$ cat config.mk
export PLATFORM = sky130hd
export DESIGN_NAME = integrator
export DESIGN_NICKNAME = d
export VERILOG_FILES = /design/src/rtl/integrator.sv
export SDC_FILE = /design/constraint.sdc
export NUM_CORES = 1
export LEC_CHECK = 0
export BUFFER_PORTS_ARGS = -buffer_cell sky130_fd_sc_hd__buf_2
export CAP_MARGIN = 25
export CELL_PAD_IN_SITES_DETAIL_PLACEMENT = 0
export CELL_PAD_IN_SITES_GLOBAL_PLACEMENT = 1
export CORE_UTILIZATION = 32
export DETAILED_ROUTE_END_ITERATION = 8
export GPL_ROUTABILITY_DRIVEN = 1
export PLACE_DENSITY_LB_ADDON = 0.1
export SLEW_MARGIN = 20
export SYNTH_ARGS = -nofsm -noshare
export SYNTH_HDL_FRONTEND = slang
export SYNTH_SLANG_ARGS = --single-unit
$ cat constraint.sdc
create_clock -name clk -period 5.7 [get_ports clk]
set_input_delay 0.285 -clock clk [delete_from_list [all_inputs] [get_ports clk]]
set_output_delay 0.285 -clock clk [all_outputs]
set_load 0.02 [all_outputs]
$ cat src/rtl/integrator.sv
`default_nettype none
// ============================================================================
// Module      : integrator
// Description : Discrete-time accumulating integrator for a signed sample
//               stream. Every rising clock edge adds In to a wide saturating
//               accumulator; Out is the accumulator arithmetically shifted
//               right by GAIN_SHIFT, clamped to DATA_W bits and registered.
// Ports       : clk   - system clock, all state updates on rising edge
//               reset - asynchronous active-low reset (0 clears acc and Out)
//               In    - signed input sample, consumed every clock
//               Out   - signed registered, scaled, saturated integral
// Revision    : 1.0 - initial release
// ============================================================================
module integrator #(
  parameter int DATA_W     = 22,
  parameter int ACC_W      = 32,  // must be >= DATA_W + GAIN_SHIFT + 1
  parameter int GAIN_SHIFT = 0
) (
  input  logic                     clk,
  input  logic                     reset,
  input  logic signed [DATA_W-1:0] In,
  output logic signed [DATA_W-1:0] Out
);

  localparam logic signed [ACC_W-1:0]  c_ACC_MAX = {1'b0, {(ACC_W-1){1'b1}}};
  localparam logic signed [ACC_W-1:0]  c_ACC_MIN = {1'b1, {(ACC_W-1){1'b0}}};
  localparam logic signed [DATA_W-1:0] c_OUT_MAX = {1'b0, {(DATA_W-1){1'b1}}};
  localparam logic signed [DATA_W-1:0] c_OUT_MIN = {1'b1, {(DATA_W-1){1'b0}}};

  logic signed [ACC_W-1:0]  acc_q;
  logic signed [ACC_W-1:0]  acc_d;
  logic signed [DATA_W-1:0] out_d;

  logic signed [ACC_W:0]    w_sum;
  logic signed [ACC_W-1:0]  w_shift;
  logic [ACC_W-DATA_W:0]    w_hi;

  // One guard bit is enough: the sum of two ACC_W-bit signed values always
  // fits in ACC_W+1 bits, and the top two bits disagree exactly on overflow.
  assign w_sum = {acc_q[ACC_W-1], acc_q}
               + {{(ACC_W+1-DATA_W){In[DATA_W-1]}}, In};

  always_comb begin
    acc_d = w_sum[ACC_W-1:0];
    if (w_sum[ACC_W] != w_sum[ACC_W-1]) begin
      acc_d = w_sum[ACC_W] ? c_ACC_MIN : c_ACC_MAX;
    end
  end

  // Output is derived from the freshly updated accumulator so that the
  // sample at edge k appears in Out right after edge k.
  assign w_shift = acc_d >>> GAIN_SHIFT;

  // The shifted value fits DATA_W bits only if every bit from the output
  // sign position upward is a copy of the sign.
  assign w_hi = w_shift[ACC_W-1:DATA_W-1];

  always_comb begin
    out_d = w_shift[DATA_W-1:0];
    if (!((&w_hi) || !(|w_hi))) begin
      out_d = w_shift[ACC_W-1] ? c_OUT_MIN : c_OUT_MAX;
    end
  end

  always_ff @(posedge clk or negedge reset) begin
    if (!reset) begin
      acc_q <= '0;
      Out   <= '0;
    end else begin
      acc_q <= acc_d;
      Out   <= out_d;
    end
  end

endmodule
`default_nettype wire

Word level (Yosys, flattened, before mapping)
Index checks and enable logic that the tools add are counted.
{ "op_classes": {"addsub": 1, "n_eq_ne": 1, "n_mux": 4, "n_reduce_logical": 4} }
{ "ops": {"columns": ["op", "count"], "rows": [
  ["32-bit 2-to-1 mux", 2],
  ["22-bit 2-to-1 mux", 2],
  ["32-bit by 22-bit adder with 33-bit output", 1],
  ["11-bit AND reduction", 1],
  ["11-bit OR reduction", 1],
  ["1-bit zero test", 1],
  ["1-bit logical OR", 1],
  ["1-bit != test", 1]
]} }
{ "totals": {"ff_bits": 54, "inputBits": 24, "out_inout_bits": 22, "elab_cells": 12} }

Depth between registers and ports, before layout
Gate-level depths: netlist of run 1.
{ "logic_depth": {"ltp_word": 7, "ltp_mapped": 19, "ltp_nobuf": 17} }

Least setup slack after synthesis of run 1
No wires, ideal clock.
{ "synth_path": {"path_kind": "register to register", "from": "register acc_q[16]", "to": "register Out[18]", "setup_time_ns": 0.096, "arrival_time_ns": 4.157, "required_ns": 5.604, "slack_ns": 1.448, "path_stages_with_launch": 20, "path_buffers": 2, "synth_period_minus_slack_ns": 4.252, "path_cell_list": "dfrtp_1 -> ha_1 -> buf_6 -> a211o_1 -> a21oi_2 -> o21ai_1 -> a221o_1 -> nor2_1 -> o21a_1 -> o21bai_1 -> a21o_1 -> xor2_1 -> ha_1 -> clkinv_1 -> o2111ai_1 -> o221ai_2 -> or4_1 -> o311a_1 -> buf_6 -> o31ai_1"} }
{ "synth_between": {"elab_chain_cells": 7, "elab_cells_between_ends": 10, "cone_classes": "1 x add/sub; 1 x eq/ne; 4 x mux; 4 x reduce/logical"} }
{ "synth_rtl": {"columns": ["item", "line", "source"], "rows": [
  ["from (decl)", "30", "logic signed [ACC_W-1:0] acc_q;"],
  ["from (signal assigned)", "67", "acc_q <= '0;"],
  ["from (signal assigned)", "70", "acc_q <= acc_d;"],
  ["32-bit by 22-bit adder with 33-bit output (*)", "41", "+ {{(ACC_W+1-DATA_W){In[DATA_W-1]}}, In};"],
  ["32-bit 2-to-1 mux or 1-bit != test (tied branches)", "46, 45", null],
  ["32-bit 2-to-1 mux (*)", "45", "if (w_sum[ACC_W] != w_sum[ACC_W-1]) begin"],
  ["11-bit OR reduction", "60", "if (!((&w_hi) || !(|w_hi))) begin"],
  ["1-bit zero test", "60", null],
  ["1-bit logical OR", "60", null],
  ["22-bit 2-to-1 mux (*)", "60", null],
  ["named net out_d[18]", "32", "logic signed [DATA_W-1:0] out_d;"],
  ["to (signal assigned)", "71", "Out <= out_d;"],
  ["to (decl)", "22", "output logic signed [DATA_W-1:0] Out"]
]} }
Mark *: on every way through the listed nets, which the timed path passes. The rest lies on a longest branch.

Worst setup path in the final report of run 1
{ "layout_path": {"from": "register acc_q[16]", "to": "register Out[2]"} }
The elaborated chain is that of the path after synthesis.

==> impl_metrics.csv, run 1 <==
group,metric,value,unit
die,dieArea,12100,sq um
critical_path,crit_required,5.90,ns
placement,pre_cts_ws,0.565,ns
detailed_routing,final_antenna_net_count,0,
synth,count_of_unique_library_cells_instantiated_by_yosys,57,
timing,clock-skew-final,0.00621,ns
cells_and_area,final_nets,532,
die,die_width,110,um
critical_path,path_max_fanout,21,
clocking,cts-buffers-inserted,5,
detailed_routing,detailed_router_iteration_count_before_antenna_repair,6,
grt,gr-max-usage-layer,"met2",
clocking,clock-root-buffer,"sky130_fd_sc_hd__clkbuf_16",
timing,finalHoldViolations,0,
flow_run,cap_violations,0,
grt,maximum_number_of_pins_on_one_net_before_global_route_repair,55,
timing,setup_repair_after_global_routing_missed_its_margin,"false",
clocking,clock_sink_count,54,
synth,synth_cells,433,
timing,final_critical_path_setup_slack,0.580,ns
detailed_routing,routed-via-count,3240,
synth,syn-cell-area,3730,sq um
grt,global_route.usage.total,17.5,%
clocking,tritoncts_clock_tree,"done",
critical_path,critical_path_class,"register to register",
cells_and_area,multiInputGateArea,2180,sq um
detailed_routing,drt-wirelength-per-cell,16.0,um
detailed_routing,routed_wl,9840,um
critical_path,worst-endpoint-arrival,5.32,ns
grt,grt_first_pass_wirelength,16200,um
cells_and_area,regArea,1350,sq um
grt,grt.overflow.total,0,
grt,use_met1,25.0,%
clocking,clock_path_buffers,2,
timing,finalWorstPathRequiredPeriod,5.12,ns
synth,synth_async_reset_ratio,100,%
die,coreArea,11400,sq um
cells_and_area,final_util,37.6,%
timing,max_freq,195,MHz
placement,estimated_wirelength_of_the_detail_placed_design,7460,um
clocking,holdBufCountCts,0,
clocking,path_clk_slew,0.07,ns
synth,synth_largest_type_area_fraction,36.2,%
critical_path,crit_path_end_kind,"register",
hold_path,worstHoldPathType,"input port to asynchronous set/reset pin",
synth,synthesis.yosys.warnings,0,
synth,synth_flop_cell,"sky130_fd_sc_hd__dfrtp_1",
detailed_routing,dr.first_iter.drc_count,164,
cells_and_area,drive_above_1_share,15.0,%
synth,syn_avg_cell_area,8.61,sq um
grt,grt_util_met2,28.2,%
synth,postSynthNetCount,492,
timing,drv_slew,0,
die,num_io_pins,46,
run_status,run_status,"finished, final reports clean",
placement,placement.io_buffers,45,
clocking,htreeDepth,2,
timing,maxSlewHeadroom,42.7,%
synth,synthDominantAreaCellType,"sky130_fd_sc_hd__dfrtp_1",
clocking,cts-resized-gates,0,
detailed_routing,route.detailed.drc,0,
synth,number_of_enable_type_register_cells_in_the_synthesized_netlist,0,
critical_path,start_kind,"register",
synth,synth.top_cells.by_area,"sky130_fd_sc_hd__dfrtp_1, sky130_fd_sc_hd__ha_1, sky130_fd_sc_hd__nor2_1, sky130_fd_sc_hd__a21oi_1, sky130_fd_sc_hd__o21ai_0",
die,initial_core_util,32.8,%
placement,gpl.final_weighted_congestion,0.841,
synth,ys_ff_latch,54,
clocking,cts_post_setup_buffers_inserted,0,
timing,timing.setup.tns,0,ns
die,floorplan.rows,39,
cells_and_area,design_area,4280,sq um
cells_and_area,diodes,0,
timing,min_period_over_period,89.8,%
timing,setup_viol,0,
synth,synth_sequential_area_ratio,36.2,%
die,chip_height,110,um
cells_and_area,n_fill_cell,1219,
timing,worst-slew-pin-transition,0.859,ns
cells_and_area,area.growth.synth_to_final,14.8,%
grt,gr-usage-met3,2.55,%
detailed_routing,avgViaCountPerCell,5.25,
grt,first_global_vias,3204,
clocking,clock_insertion_delay_worst_skew,0.29,ns
placement,dpl_cell_area,4090,sq um
grt,antenna_found_initial,0,
[cell usage in the layout, fill, tap and decap left out, drive strengths merged, types with 7 or more instances in the layout]
master,n
buf,52
o31ai,7
nor3,10
ha,34
nand4,10
o21ai,41
a21oi,41
a21o,11
xor2,15
dfrtp,54
inv,25
nand3,7
nand2,30
o211ai,9
xnor2,9
nor2,59
[cell usage after synthesis, types with 5 or more instances]
master and n:
sky130_fd_sc_hd__nor2_1 59, sky130_fd_sc_hd__nor3_1 10, sky130_fd_sc_hd__and2_1 5, sky130_fd_sc_hd__clkbuf_1 6
sky130_fd_sc_hd__nand4_1 10, sky130_fd_sc_hd__buf_2 9, sky130_fd_sc_hd__o31ai_1 7, sky130_fd_sc_hd__a21oi_1 39
sky130_fd_sc_hd__ha_1 34, sky130_fd_sc_hd__o21ai_0 39, sky130_fd_sc_hd__xnor2_1 9, sky130_fd_sc_hd__a21o_1 11
sky130_fd_sc_hd__xor2_1 15, sky130_fd_sc_hd__o211ai_1 8, sky130_fd_sc_hd__dfrtp_1 54, sky130_fd_sc_hd__nand2_1 30
sky130_fd_sc_hd__o21a_1 5, sky130_fd_sc_hd__inv_1 25, sky130_fd_sc_hd__nand3_1 6
[sequential cells by signal, summed over array words and instances, names as in the netlist]
signal  cells
acc_q      32
Out        22
[final cells by class]
cell class                 count  area share (%)
clock buffer                   5            2.92
clock inverter                 3            1.61
inverter                      26            2.28
multi-input combinational    334            50.9
sequential                    54            31.6
tap                          143            4.18
timing repair buffer          52            6.49
[per-layer routing]
layer | up-vias | wire length (um) | part of all wire [%]
met3 | 9 | 384 | 3.9
met4 | 0 | 78 | 0.79
met1 | 1534 | 4830 | 49
met2 | 69 | 4550 | 46
li1 | 1628 | - | -
met5 | - | 0 | 0
[cell families (layout without fill, tap and decap cells)]
family | count (synthesis) | after routing | synth area share [%]
AOI/OAI and AO/OA | 140 | 140 | 24.3
xor gates and xnor gates | 24 | 24 | 5.64
adders and majority gates | 35 | 35 | 11.9
buffers and inverters | 45 | 86 | 5.30
DFF | 54 | 54 | 36.2
muxes | 1 | 1 | 0.268
and+or+nand+nor | 134 | 134 | 16.3
[worst max-delay path, cell delays in order, from the launching register on]
cell                        delay [ns]
sky130_fd_sc_hd__dfrtp_1          0.36
sky130_fd_sc_hd__ha_1             0.39
sky130_fd_sc_hd__a211o_1          0.34
sky130_fd_sc_hd__a21oi_2          0.14
sky130_fd_sc_hd__o21ai_1          0.07
sky130_fd_sc_hd__a221o_1          0.43
sky130_fd_sc_hd__nor2_1           0.19
sky130_fd_sc_hd__o21a_1           0.21
sky130_fd_sc_hd__o21bai_1         0.08
sky130_fd_sc_hd__a21o_1           0.18
sky130_fd_sc_hd__xor2_1           0.15
sky130_fd_sc_hd__ha_1             0.49
sky130_fd_sc_hd__clkinv_1         0.32
sky130_fd_sc_hd__o2111ai_1        0.22
sky130_fd_sc_hd__o221ai_2         0.13
sky130_fd_sc_hd__or4_1            0.55
sky130_fd_sc_hd__o311a_1          0.42
sky130_fd_sc_hd__o31ai_1          0.34
[worst paths after layout]
kind	slack [ns]	cells after the start	startpoint	endpoint
min in group clk	0.35	4	In[0]	acc_q[0]$_DFF_PN0_
worst max register to register	0.58	17	acc_q[16]$_DFF_PN0_	Out[2]$_DFF_PN0_
worst min register to register	0.60	3	acc_q[0]$_DFF_PN0_	acc_q[0]$_DFF_PN0_
max in group asynchronous	5.11	2	reset	acc_q[8]$_DFF_PN0_
worst min-delay path	0.12	2	reset	acc_q[20]$_DFF_PN0_
worst max-delay path	0.58	17	acc_q[16]$_DFF_PN0_	Out[2]$_DFF_PN0_
[through the flow]
step                hold WS [ns]  cells
floorplan                -0.0106    433
global placement           0.468    609
detailed placement         0.481    609
CTS                        0.157    617
global route               0.205    617
finish                     0.124    617
Power of run 1 is not shown: default switching activity piles up to over one toggle a cycle in this logic, so the estimate is an artifact.
==> inputs of run 2 (changes only) <==
==> constraint.sdc (replaced) <==
create_clock -name clk -period 5.4 [get_ports clk]
set_input_delay 0.27 -clock clk [delete_from_list [all_inputs] [get_ports clk]]
set_output_delay 0.27 -clock clk [all_outputs]
set_load 0.02 [all_outputs]
==> run 2 against run 1 <==
  * First-iteration DRC count fell by 27%
  * Clock skew down 0.0024 ns
  * Worst setup slack got worse by 0.093 ns
  * Register-to-register slack got worse by 0.09 ns
  * Count of clock-buffer cells in the layout rose by 1
  * Critical path depth is 1 higher
  * Maximum frequency is 4.2% higher
  * Routed wire length is 3.1% higher
  * Global-route usage is 0.93 points higher
  * Highest routed layer unchanged
==> impl_metrics.csv, run 2 (same netlist as run 1, synthesis figures left out) <==
group,metric,value,unit
cells_and_area,most-common-layout-cells,"sky130_fd_sc_hd__nor2_1, sky130_fd_sc_hd__dfrtp_1, sky130_fd_sc_hd__buf_2",
clocking,clock_sink_count,54,
clocking,holdBufCountCts,0,
cells_and_area,drive_above_1_share,15.2,%
timing,drv_slew,0,
timing,setup_repair_after_global_routing_missed_its_margin,"false",
placement,placed_insts,608,
grt,first_global_vias,3264,
cells_and_area,n_fill_cell,1213,
clocking,clock_insertion_delay_worst_skew,0.31,ns
die,floorplan.rows,39,
die,dieArea,12100,sq um
die,num_io_pins,46,
grt,antenna_found_initial,0,
timing,min_period_over_period,91.0,%
clocking,path_clk_slew,0.07,ns
grt,grt_first_pass_wirelength,16900,um
timing,maxSlewHeadroom,51.1,%
grt,grt.overflow.total,0,
placement,gpl.final_weighted_congestion,0.834,
critical_path,path_max_fanout,21,
clocking,htreeDepth,2,
hold_path,worstHoldPathType,"input port to asynchronous set/reset pin",
grt,maximum_number_of_pins_on_one_net_before_global_route_repair,55,
timing,max_freq,204,MHz
timing,worst-slew-pin-transition,0.734,ns
detailed_routing,routed-via-count,3256,
detailed_routing,avgViaCountPerCell,5.29,
run_status,run_status,"finished, final reports clean",
detailed_routing,dr.first_iter.drc_count,120,
flow_run,cap_violations,0,
critical_path,crit_path_end_kind,"register",
cells_and_area,final_nets,531,
cells_and_area,max_flop_register,"acc_q",
cells_and_area,diodes,0,
die,initial_core_util,32.8,%
cells_and_area,regArea,1350,sq um
placement,estimated_wirelength_of_the_detail_placed_design,7400,um
cells_and_area,top_regs,"acc_q: 32 flops, Out: 22 flops",
clocking,clock_path_buffers,2,
timing,clock-skew-final,0.00382,ns
cells_and_area,final_cells,616,
timing,finalHoldViolations,0,
timing,setup_viol,0,
critical_path,crit_required,5.56,ns
grt,global_route.usage.total,18.5,%
critical_path,critical_path_class,"register to register",
timing,finalWorstPathRequiredPeriod,4.91,ns
placement,placement.io_buffers,45,
cells_and_area,largest_register_ff_count,32,
critical_path,worst-endpoint-arrival,5.07,ns
die,coreArea,11400,sq um
die,die_width,110,um
clocking,clock-root-buffer,"sky130_fd_sc_hd__clkbuf_16",
cells_and_area,multiInputGateArea,2180,sq um
detailed_routing,detailed_router_iteration_count_before_antenna_repair,4,
detailed_routing,route.detailed.drc,0,
detailed_routing,drt-wirelength-per-cell,16.5,um
critical_path,start_kind,"register",
detailed_routing,final_antenna_net_count,0,
cells_and_area,area.growth.synth_to_final,13.6,%
timing,timing.setup.tns,0,ns
clocking,cts-buffers-inserted,5,
detailed_routing,routed_wl,10100,um
die,chip_height,110,um
cells_and_area,final_common_cell,"sky130_fd_sc_hd__nor2_1",
clocking,tritoncts_clock_tree,"done",
-- run 2: cell types whose count changed in the layout (fill, tap and decap cells not counted), sizes merged --
| cell | change |
|---|---|
| clkbuf | +1 |
| clkinvlp | +2 |
| buf | -1 |
| clkinv | -1 |
| bufinv | -2 |
-- run 2: repair_timing --
item / in CTS / in global routing
hold endpoints to repair: 0 / 0
setup buffers: 0 / 0
gates resized for setup: 0 / 2
endpoints found under the setup margin: 0 / 21
-- run 2: cell type report --
cell class	instances	share of cell area [%]
timing repair buffer	51	6.38
clock buffer	6	3.28
inverter	26	2.39
tap	143	4.22
sequential	54	31.9
clock inverter	2	0.295
multi-input combinational	334	51.5
-- run 2: critical path, cell delays in order, from the launching register on --
cell                         delay, ns
sky130_fd_sc_hd__dfrtp_1          0.40
sky130_fd_sc_hd__ha_1             0.29
sky130_fd_sc_hd__a211oi_1         0.31
sky130_fd_sc_hd__o211ai_1         0.20
sky130_fd_sc_hd__and3_1           0.19
sky130_fd_sc_hd__o31a_1           0.35
sky130_fd_sc_hd__nor2_1           0.17
sky130_fd_sc_hd__o21a_1           0.19
sky130_fd_sc_hd__o21bai_1         0.07
sky130_fd_sc_hd__a21o_1           0.18
sky130_fd_sc_hd__xor2_1           0.16
sky130_fd_sc_hd__ha_1             0.49
sky130_fd_sc_hd__clkinvlp_4       0.27
sky130_fd_sc_hd__o2111ai_1        0.20
sky130_fd_sc_hd__o221ai_2         0.13
sky130_fd_sc_hd__or4_1            0.55
sky130_fd_sc_hd__or2b_1           0.17
sky130_fd_sc_hd__buf_4            0.26
sky130_fd_sc_hd__o21ai_0          0.18
-- run 2: stage by stage --
step	cell area, sq um	hold WS [ns]	worst slack [ns]	util [%]
after detailed placement	4080	0.473	0.267	35.9
after floorplan	3730	-0.0256	1.15	-
after CTS	4230	0.133	0.284	37.2
final	4240	0.0821	0.487	37.3
after global placement	4080	0.466	0.419	35.9
after global routing	4240	0.179	0.0257	37.3
-- run 2: path summary, 6_finish.rpt --
kind / startpoint / to / slack, ns / depth (start not counted)
min: reset / Out[20]$_DFF_PN0_ / 0.08 / 2
max reg2reg: acc_q[1]$_DFF_PN0_ / Out[20]$_DFF_PN0_ / 0.49 / 18
max: acc_q[1]$_DFF_PN0_ / Out[20]$_DFF_PN0_ / 0.49 / 18
max in group asynchronous: reset / Out[15]$_DFF_PN0_ / 4.80 / 2
min reg2reg: acc_q[0]$_DFF_PN0_ / acc_q[0]$_DFF_PN0_ / 0.61 / 3
min in group clk: In[0] / acc_q[0]$_DFF_PN0_ / 0.32 / 4
-- run 2: metal layers --
metal  routed length (um)  vias up  track usage (%)
met4                  172        0             5.43
met5                    0        -                0
met3                  347       13             3.56
met1                 5020     1538             26.0
li1                     -     1626                -
met2                 4610       79             28.4
Power of run 2 is left out for the same reason.
